[src/rtl/pipelined_block_cla.sv]
// rtl/pipelined_block_cla.sv - multi-cycle adder/subtractor resolving one carry-lookahead block per clock
//
// Purpose: adds or subtracts two WIDTH-bit operands, BLK bits per RUN cycle,
// using a flattened lookahead carry network inside each block and a registered
// carry between blocks. One operation takes NB = WIDTH/BLK RUN cycles plus one
// DONE cycle.
//
// Ports:
//   clk      - clock, all state changes on the rising edge
//   rst      - synchronous active-high reset
//   start    - request an operation (only looked at in IDLE)
//   sub      - 0 = a + b + cin, 1 = a - b
//   a, b     - operands, captured with start
//   cin      - carry-in for add, ignored for subtract
//   sum      - registered result, valid from done until the next accepted start
//   cout     - registered carry out of the MSB (subtract: 1 = no borrow)
//   overflow - registered signed overflow
//   busy     - high while resolving blocks
//   done     - one-cycle pulse when the result is complete
module pipelined_block_cla #(
  parameter int WIDTH = 8,
  parameter int BLK   = 4
) (
  input  logic             clk,
  input  logic             rst,
  input  logic             start,
  input  logic             sub,
  input  logic [WIDTH-1:0] a,
  input  logic [WIDTH-1:0] b,
  input  logic             cin,
  output logic [WIDTH-1:0] sum,
  output logic             cout,
  output logic             overflow,
  output logic             busy,
  output logic             done
);

  localparam int NB   = WIDTH / BLK;
  localparam int IDXW = (NB > 1) ? $clog2(NB) : 1;
  localparam logic [IDXW-1:0] LAST_IDX = IDXW'(NB - 1);

  typedef enum logic [1:0] {
    IDLE = 2'd0,
    RUN  = 2'd1,
    DONE = 2'd2
  } state_t;

  state_t           state_q;
  logic [WIDTH-1:0] op_a_q;
  logic [WIDTH-1:0] op_b_q;
  logic [WIDTH-1:0] sum_q;
  logic             carry_q;
  logic             cout_q;
  logic             ovf_q;
  logic [IDXW-1:0]  idx_q;

  // Current block slice and its lookahead network.
  logic [BLK-1:0] blk_a;
  logic [BLK-1:0] blk_b;
  logic [BLK-1:0] blk_g;
  logic [BLK-1:0] blk_p;
  logic [BLK:0]   blk_c;
  logic [BLK-1:0] blk_sum_d;
  logic           carry_d;
  logic           term_or;
  logic           prop_and;

  always_comb begin
    blk_a     = op_a_q[idx_q*BLK +: BLK];
    blk_b     = op_b_q[idx_q*BLK +: BLK];
    blk_g     = blk_a & blk_b;
    blk_p     = blk_a ^ blk_b;
    blk_c     = '0;
    blk_c[0]  = carry_q;
    term_or   = 1'b0;
    prop_and  = 1'b0;
    // Each carry is built directly as a sum of products of g, p and the block
    // carry-in (g[i] | p[i]g[i-1] | p[i]p[i-1]g[i-2] | ... | p[i..0]cin), so no
    // carry depends on a lower carry inside the block.
    for (int i = 0; i < BLK; i++) begin
      term_or  = blk_g[i];
      prop_and = blk_p[i];
      for (int j = i - 1; j >= 0; j--) begin
        term_or  = term_or | (prop_and & blk_g[j]);
        prop_and = prop_and & blk_p[j];
      end
      blk_c[i+1] = term_or | (prop_and & carry_q);
    end
    blk_sum_d = blk_p ^ blk_c[BLK-1:0];
    carry_d   = blk_c[BLK];
  end

  always_ff @(posedge clk) begin
    if (rst) begin
      state_q <= IDLE;
      idx_q   <= '0;
      carry_q <= 1'b0;
      sum_q   <= '0;
      cout_q  <= 1'b0;
      ovf_q   <= 1'b0;
      op_a_q  <= '0;
      op_b_q  <= '0;
    end else begin
      case (state_q)
        IDLE: begin
          if (start) begin
            op_a_q  <= a;
            // Subtract is a + ~b + 1: invert b here and seed the carry with 1.
            op_b_q  <= sub ? ~b : b;
            carry_q <= sub ? 1'b1 : cin;
            idx_q   <= '0;
            state_q <= RUN;
          end
        end
        RUN: begin
          sum_q[idx_q*BLK +: BLK] <= blk_sum_d;
          carry_q                 <= carry_d;
          idx_q                   <= idx_q + 1'b1;
          if (idx_q == LAST_IDX) begin
            cout_q  <= carry_d;
            // Carry into the MSB is the block's internal carry at its top bit.
            ovf_q   <= carry_d ^ blk_c[BLK-1];
            state_q <= DONE;
          end
        end
        DONE: begin
          state_q <= IDLE;
        end
        default: begin
          state_q <= IDLE;
        end
      endcase
    end
  end

  assign sum      = sum_q;
  assign cout     = cout_q;
  assign overflow = ovf_q;
  assign busy     = (state_q == RUN);
  assign done     = (state_q == DONE);

endmodule

[config.mk]
export PLATFORM = sky130hd
export DESIGN_NAME = pipelined_block_cla
export DESIGN_NICKNAME = d
export VERILOG_FILES = /design/src/rtl/pipelined_block_cla.sv
export SDC_FILE = /design/constraint.sdc
export NUM_CORES = 1
export LEC_CHECK = 0
export CAP_MARGIN = 20
export CORE_AREA = 2 2 56 97
export DETAILED_ROUTE_END_ITERATION = 12
export DIE_AREA = 0 0 58 99
export HOLD_SLACK_MARGIN = 0.05
export PLACE_DENSITY = 0.55
export SLEW_MARGIN = 30
export SYNTH_ARGS = -nofsm -noshare
export SYNTH_HDL_FRONTEND = slang
export SYNTH_SLANG_ARGS = --single-unit
[constraint.sdc]
create_clock -name clk -period 4.1 [get_ports clk]
set_input_delay 1.23 -clock clk [delete_from_list [all_inputs] [get_ports clk]]
set_output_delay 1.23 -clock clk [all_outputs]
set_load 0.005 [all_outputs]
==> out/metrics.yaml <==
yosysSeqAreaShare: 0.418
ios: 33
cap_violations: 0
grt_overflow: 0
skew_ps: 7.62
power_density_mw_per_mm2: 380
clk_pin_slew_ps: 70
yosysWarnings: 0
cts_tree: "done"
r2r_slack_ps: 1720
critPathLaunch: "state_q[0]"
worstSetupEndpoint: "busy"
cp_max_fo: 7
viasPerCell: 4.77
crit_type: "flop to output pin"
insertedDiodeCount: 0
row_count: 34
grt_pass1_vias: 1171
hold_viol_final: 0
drive_above_1_share: 0.101
finalCoreUtilization: 0.379
num_vias: 1155
clkSinkCount: 30
place_inst: 234
die_h_um: 99
place_hpwl_um: 2270
seqPwrFrac: 0.462
required_ps: 2870
crit_arrival_ps: 1480
preCtsSetupSlack_ps: 1280
setup_violations: 0
relSlewSlack: 0.493
start_util: 0.291
grt_start_max_net_pins: 25
antenna_found_initial: 0
swShare: 0.265
ir_drop_mv: 0.216
crit_path_end_kind: "output pin"
root_buffer: "clkbuf_8"
drtIter0Drc: 27
worst_slew_pin_slew_ps: 760
syn_nets: 184
r2r_start: "idx_q"
p_leak_nw: 0.700
fp.dieW_um: 58
io_buffers: 32
holdWs_ps: 454
pwr-share-clk: 0.343
avgRoutedWirePerCell_um: 12.5
cts_htree_levels: 2
grt_pass1_wl_um: 5350
nets: 214
syn2layout_area_growth_pct: 30.2
max_freq_mhz: 369
grtUsageTotal: 0.124
final.min_clock_period_ps: 2710
cts_max_path_buffers: 2
synth_cell_types: 32
core_area_sq_mm: 0.00493
status: "complete, no violations"
holdCritPathClass: "flop to flop"
cts_buffers: 5
hold_buffers: 0
post_cts_resized: 0
slew_violations: 0
setup_ws_ps: 1390
clk_latency_ps: 280
wl_um: 3020
ys_seq_elements: 30
avgSynthCellArea_sq_um: 9.15
drtPass1Iterations: 4
rsz0062_at_grt: "false"
r2r_cells: 6
power.internal_uw: 523
fin_cells: 242
r2r-end: "sum[6]"
setup_tns_ps: 0
ant_nets: 0
drc_errors: 0
gp_congestion: 0.743
cp-start-kind: "flop"
min_period_over_period: 0.660
comb_power_share: 0.195
post_cts_buffers: 0
p_switching_uw: 189
die-area_sq_mm: 0.00574
synth_area_sq_mm: 0.00144
synth_cells: 157
==> critical path: stages (launching register included) <==
cell	delay, ps
dfxtp_1	440
nor2b_4	240
clkdlybuf4s50_1	520
==> worst min path at each step <==
stage	start	to	slack, ps	depth (start not counted)
final	op_a_q[5]	op_a_q[5]	450	2
after global routing	op_a_q[4]	op_a_q[4]	480	2
after CTS	op_a_q[7]	op_a_q[7]	450	2
after detailed placement	op_a_q[7]	op_a_q[7]	440	2
after global placement	op_a_q[5]	op_a_q[5]	440	2
after floorplan	op_a_q[4]	op_a_q[4]	430	2
==> metal layers <==
layer  global-route usage  share of wire
met1                0.126           0.40
met3               0.0302          0.035
met4               0.0877          0.031
met5                    0              0
met2                0.213           0.54
==> cell usage in the layout (no fill, tap or decap), types with 3 or more instances in the layout <==
| cell type | count |
|---|---|
| ha_1 | 5 |
| nand3_1 | 3 |
| a21oi_1 | 15 |
| nand2_1 | 20 |
| mux2_2 | 8 |
| nor2_1 | 18 |
| dfxtp_1 | 30 |
| a211oi_1 | 12 |
| clkdlybuf4s50_1 | 32 |
| xnor2_1 | 10 |
| clkbuf_8 | 6 |
==> power by group through the flow <==
stage | registers [mW] | logic, mW | clock network, mW
CTS | 0.330 | 0.141 | 0.251
finish | 0.329 | 0.139 | 0.244
detailed placement | 0.336 | 0.140 | 0
floorplan | 0.330 | 0.0957 | 0
global route | 0.333 | 0.156 | 0.263
global placement | 0.336 | 0.139 | 0
==> sequential cells by signal, indices dropped and copies added, names as in the netlist <==
| name | count |
|---|---|
| op_a_q | 8 |
| op_b_q | 8 |
| sum | 8 |
| state_q | 2 |
| carry_q | 1 |
| cout | 1 |
| idx_q | 1 |
| overflow | 1 |
==> logic make-up after synthesis <==
| logic type | after synthesis | synth area share |
|---|---|---|
| buffers and inverters | 12 | 0.0418 |
| and+or+nand+nor | 53 | 0.183 |
| AOI/OAI and AO/OA | 36 | 0.162 |
| xor gates and xnor gates | 10 | 0.0610 |
| adders and majority gates | 6 | 0.0575 |
| muxes | 10 | 0.0767 |
| DFF | 30 | 0.418 |
==> synth_stat cells, drive strengths merged <==
master / count / area (sq um)
nor4: 2 / 18.8
buf: 8 / 45.0
and4: 1 / 8.76
ha: 5 / 62.6
and2: 2 / 12.5
o21ai: 2 / 10.0
inv: 2 / 7.51
and2b: 1 / 8.76
fa: 1 / 20.0
dfxtp: 30 / 601
nor2: 18 / 67.6
mux2i: 2 / 20.0
or3b: 1 / 8.76
a21o: 1 / 7.51
nor4b: 1 / 8.76
xnor2: 10 / 87.6
mux2: 8 / 90.1
nand3: 3 / 15.0
o21bai: 2 / 15.0
nor3: 1 / 5.00
a211oi: 12 / 90.1
nand2: 20 / 75.1
nand3b: 1 / 7.51
clkbuf: 2 / 7.51
and4bb: 1 / 12.5
o31ai: 2 / 15.0
a311o: 2 / 20.0
nor2b: 1 / 13.8
a21oi: 15 / 75.1
==> stage by stage <==
stage / power [mW] / cell area (sq um)
2_1_floorplan: 0.425 / 1440
3_3_place_gp: 0.475 / 1780
3_5_place_dp: 0.476 / 1780
4_1_cts: 0.721 / 1870
5_1_grt: 0.752 / 1870
6_report: 0.711 / 1870
==> area by class of cell <==
class                           instances  area (sq um)
Fill cell                             519          3060
Multi-Input combinational cell        115           776
Sequential cell                        30           601
Timing Repair Buffer                   33           328
Clock buffer                            7          86.3
Tap cell                               54          67.6
Inverter                                2          7.51
Clock inverter                          1          5.00
Power figures use the tool's default switching activity.
